===== src/rtl/fib_digit_scanner.sv =====
// Scans a packed BCD word one digit per clock through an external fib_rec, LSD first.
// Define FIB_SCAN_ABORT_EN to end the scan at the first non-BCD digit.
module fib_digit_scanner #(
  parameter int N_DIGITS = 4,
  localparam int CNT_W = $clog2(N_DIGITS + 1)
) (
  input  logic                    clk,
  input  logic                    reset,
  input  logic                    start,
  input  logic [4*N_DIGITS-1:0]   bcd_word,
  output logic [3:0]              bcd_digit,
  input  logic                    fib_y,
  output logic                    busy,
  output logic                    done,
  output logic [N_DIGITS-1:0]     fib_mask,
  output logic [CNT_W-1:0]        fib_count,
  output logic                    invalid
);

  localparam int IDX_W = (N_DIGITS > 1) ? $clog2(N_DIGITS) : 1;

  typedef enum logic [1:0] {IDLE, SCAN, DONE} state_t;

  state_t                  state;
  logic [4*N_DIGITS-1:0]   shadow;
  logic [IDX_W-1:0]        index;
  logic [3:0]              next_digit;
  logic                    last;
  logic                    digit_bad;
  logic                    accept;
  logic                    finish;

  assign last      = (index == IDX_W'(N_DIGITS - 1));
  assign digit_bad = (bcd_digit > 4'd9);
  assign accept    = start && ((state == IDLE) || (state == DONE));
`ifdef FIB_SCAN_ABORT_EN
  assign finish    = last || digit_bad;
`else
  assign finish    = last;
`endif

  // bcd_digit is registered, so the digit for index+1 is selected one edge early.
  always_comb begin
    next_digit = '0;
    for (int unsigned i = 0; i < N_DIGITS; i++) begin
      if (i == 32'(index) + 32'd1) next_digit = shadow[4*i +: 4];
    end
  end

  always_ff @(posedge clk) begin
    if (reset) begin
      state     <= IDLE;
      shadow    <= '0;
      index     <= '0;
      bcd_digit <= '0;
      busy      <= 1'b0;
      done      <= 1'b0;
      fib_mask  <= '0;
      fib_count <= '0;
      invalid   <= 1'b0;
    end else begin
      done <= 1'b0;
      if (accept) begin
        shadow    <= bcd_word;
        bcd_digit <= bcd_word[3:0];
        index     <= '0;
        fib_mask  <= '0;
        fib_count <= '0;
        invalid   <= 1'b0;
        busy      <= 1'b1;
        state     <= SCAN;
      end else begin
        case (state)
          SCAN: begin
            if (digit_bad) begin
              fib_mask[index] <= 1'b0;
              invalid         <= 1'b1;
            end else begin
              fib_mask[index] <= fib_y;
              if (fib_y) fib_count <= fib_count + CNT_W'(1);
            end
            if (finish) begin
              bcd_digit <= '0;
              busy      <= 1'b0;
              done      <= 1'b1;
              state     <= DONE;
            end else begin
              index     <= index + IDX_W'(1);
              bcd_digit <= next_digit;
            end
          end
          DONE: begin
            bcd_digit <= '0;
            state     <= IDLE;
          end
          default: begin
            bcd_digit <= '0;
            state     <= IDLE;
          end
        endcase
      end
    end
  end

endmodule


===== config.mk =====
export PLATFORM = sky130hd
export DESIGN_NAME = fib_digit_scanner
export DESIGN_NICKNAME = d
export VERILOG_FILES = /design/src/rtl/fib_digit_scanner.sv
export SDC_FILE = /design/constraint.sdc
export NUM_CORES = 1
export LEC_CHECK = 0
export ABC_AREA = 1
export CAP_MARGIN = 30
export CORE_ASPECT_RATIO = 1.75
export CORE_MARGIN = 2
export CORE_UTILIZATION = 35
export CTS_BUF_LIST = sky130_fd_sc_hd__clkbuf_4
export DETAILED_ROUTE_END_ITERATION = 8
export GPL_ROUTABILITY_DRIVEN = 0
export GPL_TIMING_DRIVEN = 0
export PLACE_DENSITY = 0.65
export SYNTH_ARGS = -nofsm -noshare
export SYNTH_HDL_FRONTEND = slang
export SYNTH_SLANG_ARGS = --single-unit

===== constraint.sdc =====
create_clock -name clk -period 1.4 [get_ports clk]
set_clock_uncertainty 0.2 [all_clocks]
set_input_delay 0.35 -clock clk [delete_from_list [all_inputs] [get_ports clk]]
set_output_delay 0.35 -clock clk [all_outputs]
set_load 0.1 [all_outputs]

==> results list <==
- Status: complete, but fails checks
- Violations in the final reports: setup timing
* Vertical die dimension: 87.4 µm
- The mapped netlist covers 0.00139 mm².
* Area of the placeable core: about 0.0039 mm²
- By startpoint and endpoint, the worst setup path is classified as reg2out.
- Mean instance size in the synthesized netlist: 7.82 µm²
- Vias in the first global route: 1216
- nand2_1 is the most common cell in the netlist.
- Footprint of the multi-input gates: 689 µm²
- Setup repair after global routing could not meet its margin everywhere.
- In the final layout, the share of cells above drive strength 1 is 0.344.
- After layout, the worst setup slack is -0.0449 ns.
- The final route contains between 1000 and 1500 vias.
* Initial antenna violation count: 0
- Number of diodes: 0
- Entering global routing, the biggest net connects 11 pins.
* Depth of the worst register-to-register path: 7
- After synthesis, the share of flip-flops with an asynchronous set or reset is 0.
- Leakage power of the design: 0.904 nW
- Hold violation total from the final report: 0
* Number of distinct library cells after synthesis: 19
* Clk sink count: 34
- Most numerous cell types in the synthesized netlist: nand2_1, dfxtp_1, inv_1
- At the pin with the least slew margin, the transition time is 0.282 ns.
* Worst path bufs/invs: 1
- Seq. cell area: 722 µm²
- The initial utilization of the core area, before any placement, comes to 0.360.
* Synthesis warning total: 0
- Ratio of total power to cell area: about 1000 mW/mm²
* Drt initial violations: 35
- The largest single stage delay on the critical path is 0.37 ns.
- FF-to-FF setup slack: approximately 0.07 ns
- Fin cells: 272
- Setup violators final: 14
- TritonCTS built the clock tree.
* Post-cts hold buffer count: 0
* Slowest stage cell, crit path: dfxtp_2
- Final nets: 250
* Final critical-path share of the clock period: 1.03
* Share of Yosys cell area claimed by the top area cell type: 0.489
- In this run the worst hold path is classified as in2reg.
- Using the TritonRoute via totals, the vias-per-cell ratio works out to 4.70.
- The floorplan step defined a die boundary enclosing 0.00452 mm².
- Cell type with the largest total area after synthesis: dfxtp_1
- Port buffer count: 33
* Leftover overflow at the end of global routing: 0
* Global-route wire length before repair: ~5200 µm
* Reg-to-Reg End: bcd_digit[3]$_SDFF_PP0_
- Width of the die: 51.7 µm
- Ports: 34
- H-tree lvl count: 2
* Clock transition at the register clock pins on the worst setup and hold paths after CTS: about 0.10 ns
- For this run, the leading register cell type out of synthesis is dfxtp_1.
- Area Growth Syn to Fin: 60.2%
- Root buf cell: clkbuf_4
- In this run, placement finished with an instance count of 259.
- Total wire length after detailed routing: 3300 µm
- Biggest area contributors in the synthesized netlist: dfxtp_1, nand2_1, a21oi_1, inv_1, o21ai_0
- In the global route stage, overall resource usage came out at 0.159.
- At the later pin of the worst-skew pair, clock insertion delay measures approximately 0.34 ns.
- For the worst setup path, the data arrival time is 0.89 ns.
- Post-route antenna net violation count: 0
- Part of the Yosys area used for sequential elements: 0.489
- # DRC: 0
- Highest clock frequency the design can meet: slightly below 700 MHz
- CP startpoint kind: register
* Clock buffers created by TritonCTS: 5
- Final-layout worst hold slack: 0.186 ns
- Largest fanout on the critical path: 2
* Max Root-Sink Buffers: 2
- Post-synthesis sequential element count: 34
* Data required time of the worst path: 0.85 ns
- Hold Path Cell Cnt: 2
- In this run the core area contains 30 standard-cell rows.
* Max-slew violations: 0
- The startpoint identified for the worst hold timing path is reset.
- Startpoint of the most critical register-to-register path: index[0]$_SDFFE_PP0P_
- Measured against its own limit, the worst slew margin works out to 0.812.
- For hold timing, the worst endpoint is done$_SDFF_PP0_.
- The HPWL after detailed placement is between 2000 and 2500 µm.
* Category of the worst setup path capture point: primary output
* Max-cap check violation count: 0
* Gate count after technology mapping: 178
- Critical Path, Cell by Cell: buf_12
- Count of flip-flops with a built-in enable after synthesis: 0
* Peak ir drop on the vdd network: 547 µV
* Synthesized net count: 204
- Average detailed-routed wire length per instance: 12.1 µm
- Top cell family by delay on the critical path: flip-flops
- Before antenna repair, the detailed router went through 4 iterations.
- The layout has 352 filler cells.
- The routed design could run at a clock period as short as between 1 and 1.5 ns.
[cell usage in the layout, fill, tap and decap left out, types with 2 or more instances in the layout]
cell type         n
a22o_1            4
inv_1            19
o21ai_1          11
buf_4             6
nor2_2            4
nor2_4            2
ha_1              2
nor2_1            3
inv_4             5
a21oi_1          18
dfxtp_2           9
nand2_1          38
o21ai_0          10
clkinv_2          2
ha_4              4
inv_2             2
dfxtp_4           8
a21oi_2           3
buf_12           15
clkdlybuf4s50_1  17
nand4_1           3
o21ai_2           3
dfxtp_1          17
clkbuf_4          5
nor3_1            2
nand2_4           2
[sequential cells by signal, summed over array words and instances (netlist names)]
| name | cells |
|---|---|
| busy | 1 |
| bcd_digit | 4 |
| shadow | 16 |
| fib_mask | 4 |
| fib_count | 3 |
| invalid | 1 |
| done | 1 |
| state | 2 |
| index | 2 |
[worst max-delay path by stage]
stage | from | endpoint | slack (ns) | cells after the start
final | fib_mask[0]$_SDFFE_PP0P_ | fib_mask[0] | -0.04 | 1
after global routing | busy$_SDFFE_PP0P_ | busy | -0.07 | 1
after CTS | fib_mask[0]$_SDFFE_PP0P_ | fib_mask[0] | -0.05 | 1
after detailed placement | fib_count[0]$_SDFFE_PP0P_ | fib_count[0] | -0.62 | 1
after global placement | fib_count[0]$_SDFFE_PP0P_ | fib_count[0] | -0.62 | 1
after floorplan | index[0]$_SDFFE_PP0P_ | fib_mask[2]$_SDFFE_PP0P_ | 0.04 | 7
[cells by family after synthesis]
family / Yosys count / share of synthesized area
compound gates: 49 / 0.187
simple gates: 57 / 0.173
buf+inv: 32 / 0.0970
flops: 34 / 0.489
fa+ha+maj: 6 / 0.0539
[through the flow]
stage / setup slack, ns / cell area, µm² / util / power (mW) / setup TNS (ns)
after floorplan: 0.0409 / 1420 / - / 1.42 / 0
after global placement: -0.622 / 1810 / 0.469 / 1.57 / -18.60
after detailed placement: -0.625 / 1810 / 0.469 / 1.57 / -18.94
after CTS: -0.0460 / 2060 / 0.533 / 2.13 / -0.375
after global routing: -0.0717 / 2230 / 0.577 / 2.30 / -0.775
final: -0.0449 / 2230 / 0.577 / 2.19 / -0.393
[timing repair]
item / in CTS / in global routing
pin swaps: 0 / 5
cloned: 0 / 2
setup endpoints to repair: 37 / 44
setup buffers: 5 / 0
gates resized for setup: 138 / 43
[per-layer routing]
layer  part of all wire  vias to the layer above  global-route usage  wire length (µm)
li1                   -                      664                   -                 -
met5                  0                        -                   0                 0
met3              0.030                        7              0.0481                99
met2               0.54                       23               0.276              1800
met4              0.026                        0              0.0909                87
met1               0.40                      584               0.165              1320
[report_power, final]
group | internal, mW | switching (mW)
logic | 0.258 | 0.362
clock network | 0.180 | 0.311
registers | 1.03 | 0.0527
total | 1.47 | 0.726
[layout make-up]
| class | count | share of cell area |
|---|---|---|
| Timing Repair Buffer | 40 | 0.247 |
| Tap cell | 48 | 0.0269 |
| Buffer | 4 | 0.0185 |
| Clock buffer | 5 | 0.0168 |
| Multi-Input combinational cell | 112 | 0.309 |
| Clock inverter | 2 | 0.00449 |
| Sequential cell | 34 | 0.324 |
| Inverter | 27 | 0.0533 |
No activity file was read; power rests on OpenSTA's default activity.
